===== config.mk =====
export PLATFORM = sky130hd
export DESIGN_NAME = lock_table_manager
export DESIGN_NICKNAME = d
export VERILOG_FILES = /design/src/rtl/lock_table_manager.sv
export SDC_FILE = /design/constraint.sdc
export NUM_CORES = 1
export LEC_CHECK = 0
export ABC_AREA = 1
export CAP_MARGIN = 20
export CORE_ASPECT_RATIO = 1.5
export CORE_UTILIZATION = 45
export CTS_CLUSTER_DIAMETER = 150
export DETAILED_ROUTE_END_ITERATION = 10
export PLACE_DENSITY = 0.72
export SLEW_MARGIN = 30
export SYNTH_ARGS = -nofsm -noshare
export SYNTH_HDL_FRONTEND = slang
export SYNTH_SLANG_ARGS = --single-unit

===== constraint.sdc =====
create_clock -name clk -period 3.11 [get_ports clk]
set_input_delay 0.622 -clock clk [delete_from_list [all_inputs] [get_ports clk]]
set_output_delay 0.622 -clock clk [all_outputs]
set_load 0.1 [all_outputs]

===== src/rtl/lock_table_manager.sv =====
// Lock table: round-robin acquire arbitration, duplicate/full rejection, and release handling.
// Optional LOCK_OWNER_CHECK_EN: slots remember the granted requester and releases must match it.
module lock_table_manager #(
  parameter int unsigned MAX_LOCK_KEYS = 4,
  parameter int unsigned NUM_REQ       = 2,
  parameter int unsigned KEY_WIDTH     = 32,
  parameter int unsigned ID_W          = 1
) (
  input  logic                               clk,
  input  logic                               reset,
  input  logic [NUM_REQ-1:0]                 acq_req,
  input  logic [NUM_REQ*KEY_WIDTH-1:0]       acq_key,
  output logic [NUM_REQ-1:0]                 acq_grant,
  output logic [NUM_REQ-1:0]                 acq_deny,
  input  logic                               rel_valid,
  input  logic [KEY_WIDTH-1:0]               rel_key,
  input  logic [ID_W-1:0]                    rel_id,
  output logic                               rel_done,
  output logic                               rel_miss,
  output logic [MAX_LOCK_KEYS*KEY_WIDTH-1:0] locked_key,
  output logic [MAX_LOCK_KEYS-1:0]           lock_valid,
  output logic [$clog2(MAX_LOCK_KEYS+1)-1:0] num_locked,
  output logic                               table_full
);

  localparam int unsigned SLOT_W = (MAX_LOCK_KEYS > 1) ? $clog2(MAX_LOCK_KEYS) : 1;
  localparam int unsigned CNT_W  = $clog2(MAX_LOCK_KEYS + 1);

  typedef enum logic [1:0] {IDLE, CHECK, RESP} state_t;

  state_t                             state, state_d;
  logic [ID_W-1:0]                    rr, rr_d;
  logic [ID_W-1:0]                    winner, winner_d;
  logic [KEY_WIDTH-1:0]               key_q, key_d;
  logic                               hit_q, hit_d;
  logic [SLOT_W-1:0]                  free_q, free_d;
  logic [MAX_LOCK_KEYS-1:0]           valid_d;
  logic [MAX_LOCK_KEYS*KEY_WIDTH-1:0] keys_d;
  logic [NUM_REQ-1:0]                 grant_d, deny_d;
  logic                               done_d, miss_d;
  logic [CNT_W-1:0]                   cnt_d;
  logic [NUM_REQ-1:0]                 eff_req;
  logic                               rel_take;
  logic                               rel_hit;
  logic                               req_found;
  logic                               free_found;
  logic [ID_W-1:0]                    pick;

`ifdef LOCK_OWNER_CHECK_EN
  logic [MAX_LOCK_KEYS-1:0][ID_W-1:0] owner, owner_d;
`else
  logic unused_rel_id;
  assign unused_rel_id = ^rel_id;
`endif

  // Next-state, table update and response pulses
  always_comb begin
    state_d    = state;
    rr_d       = rr;
    winner_d   = winner;
    key_d      = key_q;
    hit_d      = hit_q;
    free_d     = free_q;
    valid_d    = lock_valid;
    keys_d     = locked_key;
    grant_d    = '0;
    deny_d     = '0;
    done_d     = 1'b0;
    miss_d     = 1'b0;
    cnt_d      = '0;
    rel_hit    = 1'b0;
    req_found  = 1'b0;
    free_found = 1'b0;
    pick       = winner;
`ifdef LOCK_OWNER_CHECK_EN
    owner_d    = owner;
`endif
    // A requester still seeing its own pulse must not be re-served on that edge
    eff_req  = acq_req & ~(acq_grant | acq_deny);
    rel_take = rel_valid & ~(rel_done | rel_miss);

    case (state)
      IDLE: begin
        if (rel_take) begin
          for (int s = 0; s < int'(MAX_LOCK_KEYS); s++) begin
            if (!rel_hit && lock_valid[s] &&
                locked_key[s*KEY_WIDTH +: KEY_WIDTH] == rel_key
`ifdef LOCK_OWNER_CHECK_EN
                && owner[s] == rel_id
`endif
                ) begin
              rel_hit    = 1'b1;
              valid_d[s] = 1'b0;
            end
          end
          done_d = rel_hit;
          miss_d = !rel_hit;
        end else if (|eff_req) begin
          for (int unsigned o = 0; o < NUM_REQ; o++) begin
            if (!req_found && eff_req[(32'(rr) + o) % NUM_REQ]) begin
              req_found = 1'b1;
              pick      = ID_W'((32'(rr) + o) % NUM_REQ);
            end
          end
          winner_d = pick;
          key_d    = acq_key[32'(pick)*KEY_WIDTH +: KEY_WIDTH];
          state_d  = CHECK;
        end
      end
      CHECK: begin
        hit_d  = 1'b0;
        free_d = '0;
        for (int s = 0; s < int'(MAX_LOCK_KEYS); s++) begin
          if (lock_valid[s] && locked_key[s*KEY_WIDTH +: KEY_WIDTH] == key_q) hit_d = 1'b1;
          if (!free_found && !lock_valid[s]) begin
            free_found = 1'b1;
            free_d     = SLOT_W'(s);
          end
        end
        state_d = RESP;
      end
      RESP: begin
        if (hit_q || table_full) begin
          deny_d[winner] = 1'b1;
        end else begin
          keys_d[32'(free_q)*KEY_WIDTH +: KEY_WIDTH] = key_q;
          valid_d[free_q]  = 1'b1;
          grant_d[winner]  = 1'b1;
`ifdef LOCK_OWNER_CHECK_EN
          owner_d[free_q]  = winner;
`endif
        end
        rr_d    = (32'(winner) == NUM_REQ - 1) ? '0 : winner + ID_W'(1);
        state_d = IDLE;
      end
      default: state_d = IDLE;
    endcase

    for (int s = 0; s < int'(MAX_LOCK_KEYS); s++) cnt_d = cnt_d + CNT_W'(valid_d[s]);
  end

  // State, table and registered outputs
  always_ff @(posedge clk or negedge reset) begin
    if (!reset) begin
      state      <= IDLE;
      rr         <= '0;
      winner     <= '0;
      key_q      <= '0;
      hit_q      <= 1'b0;
      free_q     <= '0;
      lock_valid <= '0;
      locked_key <= '0;
      acq_grant  <= '0;
      acq_deny   <= '0;
      rel_done   <= 1'b0;
      rel_miss   <= 1'b0;
      num_locked <= '0;
      table_full <= 1'b0;
`ifdef LOCK_OWNER_CHECK_EN
      owner      <= '0;
`endif
    end else begin
      state      <= state_d;
      rr         <= rr_d;
      winner     <= winner_d;
      key_q      <= key_d;
      hit_q      <= hit_d;
      free_q     <= free_d;
      lock_valid <= valid_d;
      locked_key <= keys_d;
      acq_grant  <= grant_d;
      acq_deny   <= deny_d;
      rel_done   <= done_d;
      rel_miss   <= miss_d;
      num_locked <= cnt_d;
      table_full <= &valid_d;
`ifdef LOCK_OWNER_CHECK_EN
      owner      <= owner_d;
`endif
    end
  end

endmodule


==> metrics.csv, run 1 <==
metric,value,unit
total grt overflow,0,
"Seq/Total Area, Yosys",0.402,
Yosys cell types,42,
DIE HEIGHT,196,um
Pins Over Slew Limit,0,
combinational power share,0.617,
Synth Register Bits,181,
layout cells sized above 1,0.175,
Net Switching,10.4,mW
placer congestion estimate,0.991,
Max-Cap Viols,0,
Hold Crit Class,in -> async,
register area,4530,um^2
DRC errors left,0,
largest net degree at the start of global routing,80,
All-Layer GR Usage,0.395,
number of global-route vias before repair,12000,
syn_nets,1656,
first-pass GRT wire length,74400,um
antenna violations before repair,1,
RSZ-0062 raised after global routing,false,
leak pwr,6.99,nW
commonest register cell after synthesis,dfrtp_1,
crit path kind,in -> reg,
Power Dens Cells,1170,nW/um^2
slowest cell on the critical path,clkdlybuf4s50_1,
Critical Path RT,3440,ps
I/O Buffers,242,
CTS tree,yes,
Via Count,12500,
final worst setup slack,71.5,ps
Fillers,2310,
Syn Area/Cell,7.31,um^2
"Clk Latency, worst-skew pair",450,ps
dominant cell type by area after synthesis,dfrtp_1,
CP Cell Sequence,clkdlybuf4s50_1 > inv_2 > nand2_1 > o21ai_0 > nor2_1 > nand2_1 > nor2_1 > nand2_1 > nor2_4 > nand3_2 > o21bai_2 > nand2_1 > fa_1 > ha_1 > ha_1,
area of the multi-input gates,5560,um^2
cells after synthesis,1542,
outcome,finished clean,
Pint,6.73,mW
Worst R2R Setup Slack,320,ps
CP arrival,3370,ps
clock tree buffer depth,2,
crit end category,flop,
Yosys Warn Count,0,
"Core Util, Final",0.597,
top post-synthesis cells by area,"dfrtp_1 (40%), nand2_1 (12%), o21ai_0 (7.1%)",
initial core utilization,0.460,
max frequency,329,MHz
DRT Pass-1 Iters,7,
most frequent CP cell,nand2_1,
core footprint,24500,um^2
ys async rst share,1.00,
Final Setup Violations,0,
final WL,50400,um
Setup TNS Final,0,ps
DP HPWL,38800,um
clock slew at reported path FFs,70,ps
Final Cycle Share,0.977,
# H-tree levels,4,
post-cts hold buffer count,0,
clock sink total,181,
DIE WIDTH,131,um
crit path time final,3040,ps
routed len/inst,23.4,um
top-count cell post-synth,nand2_1,
Reg2Reg Depth,14,
Non-Filler Instances,2151,
Yosys top cell area share,0.402,
"Hold Vio Cnt, Final",0,
pre-CTS setup slack,-407,ps
Final #Nets,1927,
Max-slew headroom,0.250,
number of enable flip-flop cells after synthesis,0,
number of cells in the design after placement,2118,
I/O pin total,244,
CTS root buffer,clkbuf_16,
Peak VDD IR,0.000726,V
Area Growth Syn to Fin,29.9,%
synthesized area,11300,um^2
crit path max fanout,4,
std cell rows,70,
CP peak stage delay,540,ps
Seq pwr share,0.263,
Slew @ Worst Pin,1120,ps
vias per cell,5.82,
Die ar.,25700,um^2
Clock Power Share,0.120,
DR iter-0 viols,1314,
Post-synth top cells,"nand2_1 (352), inv_1 (189), dfrtp_1 (181)",
worst clock skew,8.33,ps
TritonCTS Buffers,17,
Switching Share,0.607,
critical path launch point type,primary input,
post-route ant nets,0,
[critical path: cells and delay by family]
family	cells	cell delay, ps
fa+ha+maj	3	960
compound gates	2	330
buf+inv	2	620
simple gates	8	830
[metal layers]
layer | track usage | wire [um] | up-vias
met3 | 0.0682 | 4230 | 185
met1 | 0.471 | 18600 | 5910
met2 | 0.666 | 24400 | 799
li1 | - | - | 5618
met5 | 0 | 0 | -
met4 | 0.236 | 3150 | 0
[final timing paths]
kind / end / start
setup / recovery: num_locked[1] / rel_key[29]
min in group clk: acq_grant[0] / winner
hold / removal: key_q[2] / reset
max in group asynchronous: key_q[22] / reset
setup reg to reg: num_locked[1] / locked_key[96]
hold reg to reg: acq_grant[0] / winner
[cell families after synthesis]
| logic type | synth area share |
|---|---|
| fa+ha+maj | 0.0140 |
| compound gates | 0.159 |
| flops | 0.402 |
| xor+xnor | 0.0640 |
| simple gates | 0.252 |
| buf+inv | 0.110 |
[timing repair]
item | CTS | global route
gates resized for setup | 0 | 15
setup buffers | 0 | 0
endpoints found under the hold margin | 0 | 0
endpoints found under the setup margin | 0 | 2
[metrics by stage]
| stage | hold WS (ps) | cell area, um^2 | total power [mW] |
|---|---|---|---|
| 4_1_cts | 157 | 14600 | 16.9 |
| 5_1_grt | 186 | 14600 | 17.8 |
| 3_5_place_dp | 451 | 14100 | 14.9 |
| 2_1_floorplan | 326 | 11300 | 11.5 |
| 3_3_place_gp | 442 | 14100 | 14.8 |
| 6_report | 138 | 14700 | 17.1 |
[flip-flops by register name, indices dropped and copies added (netlist names), 2 cells and up]
register / cells
locked_key: 128
key_q: 32
lock_valid: 4
num_locked: 3
acq_deny: 2
acq_grant: 2
free_q: 2
state: 2
[power groups by stage]
stage / clock network [mW] / logic, mW / registers, mW
after floorplan: 0 / 3.89 / 7.59
after global placement: 0 / 10.3 / 4.51
after detailed placement: 0 / 10.4 / 4.50
after CTS: 2.05 / 10.4 / 4.47
after global routing: 2.13 / 11.0 / 4.61
final: 2.05 / 10.6 / 4.51
[layout make-up]
| cell class | count | share of cell area |
|---|---|---|
| clock inverter | 11 | 0.00538 |
| tap | 324 | 0.0277 |
| timing repair buffer | 334 | 0.192 |
| antenna | 2 | 0.000342 |
| clock buffer | 20 | 0.0312 |
| multi-input combinational | 1066 | 0.379 |
| inverter | 213 | 0.0546 |
| sequential | 181 | 0.309 |
[layout by cell type (no fill, tap or decap), drive strengths merged, types with 2 or more instances in the layout]
cell	Yosys	routed
ha	11	11
o2111ai	5	5
a21oi	19	19
dlymetal6s2s	0	9
o31ai	13	13
o211ai	3	3
xor2	13	13
o22ai	89	89
clkbuf	29	20
o41ai	8	8
diode	0	2
nor3	7	7
nand4	55	55
inv	210	212
xnor2	66	66
nand2	357	357
buf	53	235
clkdlybuf4s50	0	90
dfrtp	181	181
nor4	5	5
clkinv	3	7
clkinvlp	0	5
or2	2	2
o21ai	168	168
a211oi	2	2
nand3	101	101
a21boi	2	2
nor2	136	136
(Power assumes the default switching activity.)
==> run 2: changes to the inputs <==
--- a/config.mk
+++ b/config.mk
@@ -10,6 +10,7 @@
 export CORE_ASPECT_RATIO = 1.5
 export CORE_UTILIZATION = 45
 export CTS_CLUSTER_DIAMETER = 150
+export CTS_CLUSTER_SIZE = 10
 export DETAILED_ROUTE_END_ITERATION = 10
 export PLACE_DENSITY = 0.72
 export SLEW_MARGIN = 30
==> results of run 2 <==
No change in the layout: final DEF, timing and power equal those of run 1.
